**config.mk**
```make
export PLATFORM = sky130hd
export DESIGN_NAME = pipe_scroller
export DESIGN_NICKNAME = d
export VERILOG_FILES = /design/src/rtl/flappy_pkg.sv /design/src/rtl/pipe_slot.sv /design/src/rtl/pipe_scroller.sv
export SDC_FILE = /design/constraint.sdc
export NUM_CORES = 1
export LEC_CHECK = 0
export CORE_MARGIN = 2
export CORE_UTILIZATION = 57
export CTS_CLUSTER_DIAMETER = 50
export CTS_CLUSTER_SIZE = 30
export DETAILED_ROUTE_END_ITERATION = 10
export GPL_ROUTABILITY_DRIVEN = 0
export PLACE_DENSITY = 0.82
export SLEW_MARGIN = 15
export SYNTH_ARGS = -nofsm -noshare
export SYNTH_HDL_FRONTEND = slang
export SYNTH_SLANG_ARGS = --single-unit
export TNS_END_PERCENT = 20
```
**constraint.sdc**
```tcl
create_clock -name clk -period 6.5 [get_ports clk]
set_input_delay 0.65 -clock clk [delete_from_list [all_inputs] [get_ports clk]]
set_output_delay 0.65 -clock clk [all_outputs]
set_load 0.05 [all_outputs]
```
**src/rtl/flappy_pkg.sv**
```systemverilog
// flappy_pkg: shared game state type, default widths and helpers for the Flappy Bird obstacle engine.
package flappy_pkg;
  typedef enum logic [1:0] {IDLE, RUN, HALT} game_state_t;
  localparam int X_W_DEF = 11;
  localparam int SCORE_W_DEF = 10;
  localparam int SCREEN_W = 640;
  function automatic int mid_gap(input int gap_min, input int gap_rw);
    return gap_min + (1 << (gap_rw - 1));
  endfunction
endpackage

```
**src/rtl/pipe_slot.sv**
```systemverilog
// pipe_slot: one scrolling pipe; x/y registers, wrap with fresh gap height, bird-crossing detect.
module pipe_slot
  import flappy_pkg::*;
#(
  parameter int X_W = X_W_DEF,
  parameter int GAP_MIN = 120,
  parameter int GAP_RW = 7,
  parameter int WRAP_DIST = 640
) (
  input  logic              clk,
  input  logic              reset_n,
  input  logic              init,
  input  logic              step,
  input  logic [2:0]        speed,
  input  logic [GAP_RW-1:0] rnd,
  input  logic [X_W-1:0]    init_x,
  input  logic [X_W-1:0]    init_y,
  input  logic [X_W-1:0]    bird_x,
  output logic [X_W-1:0]    x,
  output logic [X_W-1:0]    y,
  output logic              crossed
);
  localparam int W = X_W + 1;
  logic [X_W-1:0] x_q, x_d, y_q, y_d;
  logic [W-1:0] x_ext, spd_ext;
  logic wrap;
  // Wrapping adds the full ring length so inter-pipe spacing stays exact.
  always_comb begin
    x_ext = {1'b0, x_q};
    spd_ext = W'(speed);
    wrap = x_ext < spd_ext;
    x_d = init ? init_x
        : step ? X_W'(wrap ? x_ext + W'(WRAP_DIST) - spd_ext : x_ext - spd_ext)
        : x_q;
    y_d = init ? init_y
        : (step && wrap) ? X_W'(GAP_MIN) + X_W'(rnd)
        : y_q;
    crossed = step && x_q > bird_x && x_d <= bird_x;
  end
  always_ff @(posedge clk or negedge reset_n) begin
    if (!reset_n) begin
      x_q <= init_x;
      y_q <= init_y;
    end else begin
      x_q <= x_d;
      y_q <= y_d;
    end
  end
  assign x = x_q;
  assign y = y_q;
endmodule

```
**src/rtl/pipe_scroller.sv**
```systemverilog
// pipe_scroller: game FSM, score/speed keeping and packing around NUM_PIPES pipe slots.
module pipe_scroller
  import flappy_pkg::*;
#(
  parameter int NUM_PIPES = 2,
  parameter int X_W = X_W_DEF,
  parameter int PIPE_SPACING = 320,
  parameter int INIT_X = 319,
  parameter int GAP_MIN = 120,
  parameter int GAP_RW = 7,
  parameter int SPEED_STEP = 5,
  parameter int MAX_SPEED = 4,
  parameter int SCORE_W = SCORE_W_DEF
) (
  input  logic                     clk,
  input  logic                     reset_n,
  input  logic                     tick,
  input  logic                     start,
  input  logic                     restart,
  input  logic                     collision,
  input  logic [9:0]               random,
  input  logic [X_W-1:0]           bird_x,
  output logic [NUM_PIPES*X_W-1:0] pipe_x,
  output logic [NUM_PIPES*X_W-1:0] pipe_y,
  output logic [SCORE_W-1:0]       score,
  output logic [2:0]               speed,
  output logic                     point,
  output logic                     running
);
  localparam int WRAP_DIST = NUM_PIPES * PIPE_SPACING;
  localparam int Y0 = mid_gap(GAP_MIN, GAP_RW);
  if (NUM_PIPES < 1) begin : g_chk_num
    $error("pipe_scroller: NUM_PIPES must be at least 1");
  end
  if (WRAP_DIST > (1 << X_W) || INIT_X + (NUM_PIPES - 1) * PIPE_SPACING >= (1 << X_W)) begin : g_chk_wrap
    $error("pipe_scroller: pipe coordinates overflow X_W");
  end
  if (MAX_SPEED >= PIPE_SPACING || MAX_SPEED > 7 || MAX_SPEED < 1) begin : g_chk_speed
    $error("pipe_scroller: MAX_SPEED out of range");
  end
  if (GAP_RW < 1 || GAP_RW > 10) begin : g_chk_rw
    $error("pipe_scroller: GAP_RW out of range");
  end
  game_state_t state_q, state_d;
  logic step, inc, bump;
  logic [NUM_PIPES-1:0] crossed;
  logic [SCORE_W-1:0] score_q, score_d, score_inc;
  logic [2:0] speed_q, speed_d;
  logic point_q, point_d;
  logic unused_rnd;
  assign unused_rnd = ^random;
  always_ff @(posedge clk or negedge reset_n) begin
    if (!reset_n) state_q <= IDLE;
    else state_q <= state_d;
  end
  always_comb begin
    state_d = restart ? IDLE
            : (state_q == IDLE && start) ? RUN
            : (state_q == RUN && collision) ? HALT
            : state_q;
  end
  // Collision and restart both suppress the step of a coincident tick.
  always_comb begin
    running = state_q == RUN;
    step = running && tick && !collision && !restart;
  end
  for (genvar i = 0; i < NUM_PIPES; i++) begin : g_pipe
    pipe_slot #(
      .X_W(X_W),
      .GAP_MIN(GAP_MIN),
      .GAP_RW(GAP_RW),
      .WRAP_DIST(WRAP_DIST)
    ) u_slot (
      .clk(clk),
      .reset_n(reset_n),
      .init(restart),
      .step(step),
      .speed(speed_q),
      .rnd(random[GAP_RW-1:0]),
      .init_x(X_W'(INIT_X + i * PIPE_SPACING)),
      .init_y(X_W'(Y0)),
      .bird_x(bird_x),
      .x(pipe_x[i*X_W +: X_W]),
      .y(pipe_y[i*X_W +: X_W]),
      .crossed(crossed[i])
    );
  end
  always_comb begin
    inc = (|crossed) && !(&score_q);
    score_inc = score_q + SCORE_W'(1);
    bump = inc && (score_inc % SCORE_W'(SPEED_STEP)) == '0 && speed_q < 3'(MAX_SPEED);
    score_d = restart ? '0 : inc ? score_inc : score_q;
    speed_d = restart ? 3'd1 : bump ? speed_q + 3'd1 : speed_q;
    point_d = inc;
  end
  always_ff @(posedge clk or negedge reset_n) begin
    if (!reset_n) begin
      score_q <= '0;
      speed_q <= 3'd1;
      point_q <= 1'b0;
    end else begin
      score_q <= score_d;
      speed_q <= speed_d;
      point_q <= point_d;
    end
  end
  assign score = score_q;
  assign speed = speed_q;
  assign point = point_q;
endmodule
```
Word level (Yosys, flattened, before mapping) --
Cells that the tools add are included.
Cells by class: mux-type cells 17, reductions and logical operators 26, add/subtract/negate cells 9, order comparisons 7, div/mod/pow operators 1, equal/unequal tests 1
Operators by type and width (number):
- 11-bit 2-to-1 mux | 10
- 11-bit by 3-bit subtractor with 11-bit output | 4
- 11-bit by 10-bit adder with 11-bit output (second input constant) | 2
- 11-bit greater-than comparator | 2
- 11-bit less-or-equal comparator | 2
- 11-bit by 3-bit less-than comparator with 1-bit output | 2
- 10-bit 2-to-1 mux | 2
- 1-bit logical AND | 14
- 10-bit by 1-bit adder with 10-bit output (second input constant) | 1
- 10-bit logical NOT | 1
- 10-bit by 3-bit remainder unit with 10-bit output (second input constant) | 1
- 10-bit AND reduction | 1
- 7-bit by 7-bit adder with 8-bit output (first input constant) | 1
- 2-bit nonzero test | 4
- 2-bit 2-to-1 mux | 3
- 3-bit 2-to-1 mux | 2
- 3-bit by 1-bit adder with 3-bit output (second input constant) | 1
- 1-bit logical NOT | 3
- 3-bit less-than comparator (second input constant) | 1
- 3-bit nonzero test | 1
- 2-bit by 1-bit equality test with 1-bit output (second input constant) | 1
- 2-bit logical NOT | 1
- 2-bit OR reduction | 1
Word-level totals: output and inout bits 59, bits of input ports 27, word-level logic and storage cells 69, flip-flop bits (word level) 60

Depth between registers and ports, before layout --
Gate-level depths: netlist of the first run.
depth in word-level cells 14, mapped depth 27, depth with buffers taken out 27

Worst setup path before layout of the first run --
Ideal clock, no wire load.
path type register -> register, from register score_q[0], in the netlist score[0], to register speed_q[2], in the netlist speed[2], path slack 876 ps, setup time 80 ps, required time 6420 ps, period minus slack after synthesis 5624 ps, arrival 5543 ps, path buffers 1, stages on the path, launching flop included 24, cell sequence dfrtp_1 -> ha_1 -> buf_4 -> nand2_1 -> or3_1 -> and2_1 -> mux2_4 -> or3_1 -> a22oi_1 -> o21bai_1 -> nand2_1 -> o31ai_2 -> a31o_2 -> inv_1 -> ha_1 -> a211oi_2 -> o21a_1 -> nor2_1 -> ha_1 -> nand4_1 -> a2111oi_2 -> a311oi_1 -> or4_1 -> o22ai_2
Between the ends: word-level cells in the longest chain between the ends 6, elaborated cells on any way between the ends 9, classes of those cells 1 x add/sub; 1 x div; 7 x reduce/logical
Ends and longest elaborated chain:
- start: declaration | line pipe_scroller.sv:47 | logic [SCORE_W-1:0] score_q, score_d, score_inc;
- start signal: assignment | line pipe_scroller.sv:102 | score_q <= score_d;
- 10-bit by 1-bit adder with 10-bit output / 10-bit AND reduction (equally long branches) | line pipe_scroller.sv:90, pipe_scroller.sv:89
- 10-bit by 3-bit remainder unit with 10-bit output / 1-bit logical NOT (equally long branches) | line pipe_scroller.sv:91, pipe_scroller.sv:89
- 10-bit logical NOT / 1-bit logical AND (equally long branches) | line pipe_scroller.sv:91, pipe_scroller.sv:89
- 1-bit logical AND (*) (2 in a row) | line pipe_scroller.sv:91 | bump = inc && (score_inc % SCORE_W'(SPEED_STEP)) == '0 && speed_q < 3'(MAX_SPEED);
- 2-bit nonzero test (no source line) (*)
- end signal: assignment | line pipe_scroller.sv:103 | speed_q <= speed_d;
- end: declaration | line pipe_scroller.sv:48 | logic [2:0] speed_q, speed_d;
Mark *: on every way between the ends. The rest lies on a longest branch, timed or not. A chain may end at the register's enable or synchronous reset.

Worst setup path in the final report of the first run --
from register score_q[1], in the netlist score[1], to register speed_q[1], in the netlist speed[1]
The elaborated chain is that of the path after synthesis.

==> results by group, run 1 <==
Run status
  • Outcome: completed

Power and ir drop
  • Total power: about 0.00067 W
  • LEAKAGE: around 3 nW
  • PwrDens: 95.2 nW/um2
  • IR Drop Worst-Case VDD: just under 0.09 mV

Setup path
  • Reg-to-reg endpoint: speed[1]
  • CP Capture Type: register
  • CP Max Fanout: 11
  • Flop-to-flop setup slack: approximately 430 ps
  • Reg-to-Reg Start: score[1]
  • CP Class: reg -> reg
  • Crit path DAT: between 6000 and 7000 ps
  • R2R cell count: 22
  • Worst setup SP type: register
  • Critical Path RT: 6740 ps

Timing
  • Final worst slack: 432 ps
  • Final setup fails: 0
  • Hold Fails Final Rpt: 0
  • Fin. max-slew vios: 0
  • Worst Clk Skew: between 6 and 7 ps
  • Headroom to the max-slew limit: 41.4%
  • Worst-margin pin slew: 876 ps
  • Fmax achieved: around 160 MHz
  • Unrepaired setup endpoints after global routing: no
  • Fin Setup TNS: 0 ps
  • Crit share post-route: ~93%
  • Post-route minimum period: roughly 6000 ps

Final layout
  • FILL cells: roughly 870
  • Synthesis-to-layout area growth: 15.0%
  • Nets: around 930
  • Final Instance Count excl. Fillers: 936
  • Cell area after layout: 7080 um2
  • Layout cells sized above 1: 8.75%
  • Antenna Diode Count: 0

Yosys
  • Post-Synth Simple-Gate Area: between 20% and 30%
  • FFs w/ async S/R, synth: 100%
  • Seq/Total Area, Yosys: 22.4%
  • Syn Inst Count: 735
  • Count leader, synth: ha_1
  • Synth Area in Compound Gates: approximately a quarter
  • Post-Synth XOR/XNOR Area: about 3.0%
  • Synth cell types: 86
  • Cell taking the most area after synthesis: ha_1
  • FF+latch count, synth: 54
  • Largest family of logic cells by synthesized area: compound AO/OA/AOI/OAI gates
  • Post-Syn Area: between 6000 and 7000 um2
  • Top cell type's share of synthesized area: around a fifth
  • Dominant synthesized flop cell: dfrtp_1
  • Top cells by instance count after synthesis: ha_1 (95), nor2_1 (68), inv_1 (64)
  • Area share of fa/ha/maj cells after synthesis: a little over a fifth
  • Synth warnings: 0
  • Number of synthesized flops with an enable pin: 0
  • Mux share of post-synthesis cell area: under 10%
  • Synth area leaders: ha_1 (19%), dfrtp_1 (12%), dfstp_2 (10%), nor2_1 (4.1%), a21oi_1 (4.0%)
  • Post-synthesis area per instance: approximately 8.4 um2

CTS
  • Worst-path clk slew: 100 ps
  • Post-CTS Hold Buffers: 0
  • H-tree depth: 2
  • CTS buffer count: 5
  • Root Buffer: clkbuf_8
  • Clk Latency, worst-skew pair: 320 ps
  • Max clock buf depth: 2
  • TritonCTS clock tree: done
  • Total clock sinks: 54

GRT
  • Total global routing overflow: 0
  • First-pass GRT wire length: between 20,000 and 30,000 um
  • Vias in the first global route: 5,502
  • Largest net degree at the start of global routing: 55
  • Total track usage: a little over a quarter
  • Initial antenna violation count: 0

Floorplan
  • Starting Density: 59.1%
  • Total die area: 11,600 um2
  • Die Span Y: ~110 um
  • DIE WIDTH: about 110 um
  • Num rows: 37
  • IO Count: between 80 and 90
  • Core Footprint: roughly 10,000 um2

Place
  • Placement Cell Area: 6990 um2
  • Post-place setup slack: ~360 ps
  • Hpwl dp: between 10,000 and 15,000 um
  • Dpl cells: slightly above 900
  • Buffers on Ports: 76

Detailed routing
  • Avg Vias per Cell: between 6 and 7
  • Via count: ~5,700
  • 1st-pass router iterations: 5
  • Drt wl/cell: ~16 um
  • Remaining DRCs: 0
  • DRT iter0 DRCs: 557
  • Post-Route WL: 15,400 um
  • Antenna-violating nets left: 0

Min path
  • Hold Path Class: in -> async

Run
  • Max_cap viols: 0
## sequential cells by signal, summed over array words and instances, names as in the netlist
register         cells
state_q              2
g_pipe.u_slot.y     16
point                1
g_pipe.u_slot.x     22
score               10
speed                3
## logic make-up (layout without fill, tap and decap cells)
logic type                 after synthesis  count (layout)
muxes                                    8               8
buffers and inverters                   95             155
adders and majority gates              101             101
DFF                                     54              54
AOI/OAI and AO/OA                      210             210
other                                    1               6
and+or+nand+nor                        245             245
xor gates and xnor gates                21              21
## stage by stage
step	hold slack, ps	utilization, %
after floorplan	354	-
after global placement	498	67.1
after detailed placement	511	67.1
after CTS	472	67.9
after global routing	507	68.0
final	440	68.0
## report_power, final
part	internal (W)	switching, W	total [W]
logic	0.0000566	0.0000829	0.000139
registers	0.000341	0.00000362	0.000344
clock network	0.0000766	0.000114	0.000191
## cells in the final DEF (no fill, tap or decap), types with 5 or more instances in the layout
cell,synthesis,layout
and3_1,6,6
a21oi_1,49,49
xnor2_1,12,12
fa_1,6,6
a311oi_1,5,5
nor3_1,22,22
a31oi_1,12,12
nand4_1,17,17
ha_1,95,94
dfstp_2,24,24
a211oi_1,10,10
nand2b_1,10,10
o21a_1,29,29
nor2_1,68,68
a211o_1,15,15
or3_1,6,6
dfrtp_1,30,29
mux2i_1,5,5
o21ai_0,30,30
conb_1,1,6
o211ai_1,7,7
xor2_1,9,9
nor2b_1,9,9
nand3_1,17,17
clkdlybuf4s50_1,0,75
or4_1,7,7
clkbuf_8,0,5
nand2_1,51,51
inv_1,64,64
buf_4,11,7
## metal layers
| layer | vias to the layer above | wire [um] | global-route usage, % |
|---|---|---|---|
| met3 | 25 | 752 | 2.85 |
| met2 | 179 | 7670 | 47.2 |
| met4 | 0 | 295 | 7.60 |
| met5 | - | 0 | 0 |
| met1 | 2731 | 6720 | 35.3 |
| li1 | 2786 | - | - |
## critical path, cell delays in order (launching register included)
cell,delay [ps]
dfrtp_1,560
ha_2,390
nand2_1,100
or3_1,380
and2_1,240
mux2_4,330
or4_1,490
a221oi_2,440
a221o_1,200
nand2b_1,150
o31ai_4,110
a31o_2,250
inv_1,90
ha_1,250
inv_1,110
nand3_1,90
a31oi_1,90
a211oi_1,460
nand4_1,180
a2111oi_2,320
a311oi_1,120
nor4b_2,400
mux2i_1,250
## worst max path at each step
stage,startpoint,end,slack [ps],depth (start not counted)
after floorplan,score[0],speed[2],880,23
after global placement,score[0],speed[0],610,22
after detailed placement,score[0],speed[1],360,22
after CTS,score[0],speed[1],340,22
after global routing,score[1],speed[1],20,22
final,score[1],speed[1],430,22
## final cells by class
cell class	instances	area (um2)	share of cell area (%)
Multi-Input combinational cell	591	4400	62.1
Sequential cell	54	1380	19.5
Timing Repair Buffer	83	808	11.4
Inverter	64	240	3.39
Tap cell	136	170	2.40
Clock buffer	7	76.3	1.08
Clock inverter	1	7.51	0.106
## repair_timing
action / 4_1_cts / 5_1_grt
buffers inserted: 0 / 0
resized for setup: 0 / 3
endpoints found under the setup margin: 0 / 3
Note: power is estimated with default switching activity, not from simulation.
==> inputs of run 2 (changes only) <==
- CORE_MARGIN: 2 -> not set
- CORE_UTILIZATION: 57 -> not set
- DONT_BUFFER_PORTS: not set -> 1
- PLACE_DENSITY: 0.82 -> not set
- SYNTH_HIERARCHICAL: not set -> 1
==> run 2 against run 1 <==
  * The flow now stops in 1_2_yosys
==> results by group, run 2 <==
Yosys
  • Number of synthesized flops with an enable pin: 0 (unchanged)
  • YS chip area: slightly below 6000 um2
  • Synth area leaders: ha_1 (21%), dfrtp_1 (6.5%), inv_1 (4.5%), nor2_1 (4.4%), a21oi_1 (4.3%) (was ha_1 (19%), dfrtp_1 (12%), dfstp_2 (10%), nor2_1 (4.1%), a21oi_1 (4.0%))
  • Cell taking the most area after synthesis: ha_1 (unchanged)
  • Count leader, synth: ha_1 (unchanged)
  • Ys cells: 768
  • Top cell type's share of synthesized area: 21.0% (was 19.3%)
  • FF+latch count, synth: 16 (was 54)
  • Top cells by instance count after synthesis: ha_1 (97), inv_1 (69), nor2_1 (67) (was ha_1 (95), nor2_1 (68), inv_1 (64))
  • Dominant synthesized flop cell: dfrtp_1 (unchanged)
  • Synth warnings: 0 (unchanged)
  • FFs w/ async S/R, synth: 100% (unchanged)
  • Synth cell types: 90 (was 86)
  • Seq/Total Area, Yosys: 6.95% (was 22.4%)

Run status
  • Fail Step: 1_2_yosys
  • Log Error: ERROR: Found 44 problems in 'check -assert'.
  • Outcome: aborted with a tool error (was completed)
-- run 2: changes by cell type after synthesis, moves of 9 or more --
cell and change:
dfstp_2 -23, mux2_2 +9, a211o_1 -11, o21a_1 -16, xor2_1 +14, nand2b_1 +10, dfrtp_1 -15
-- run 2: cell families after synthesis --
| family | count (synthesis) | share of synthesized area (%) |
|---|---|---|
| DFF | 16 | 6.95 |
| AOI/OAI and AO/OA | 217 | 28.0 |
| and+or+nand+nor | 261 | 24.3 |
| xor gates and xnor gates | 42 | 6.37 |
| other | 2 | 0.130 |
| muxes | 23 | 4.22 |
| adders and majority gates | 99 | 21.7 |
| buffers and inverters | 108 | 8.38 |
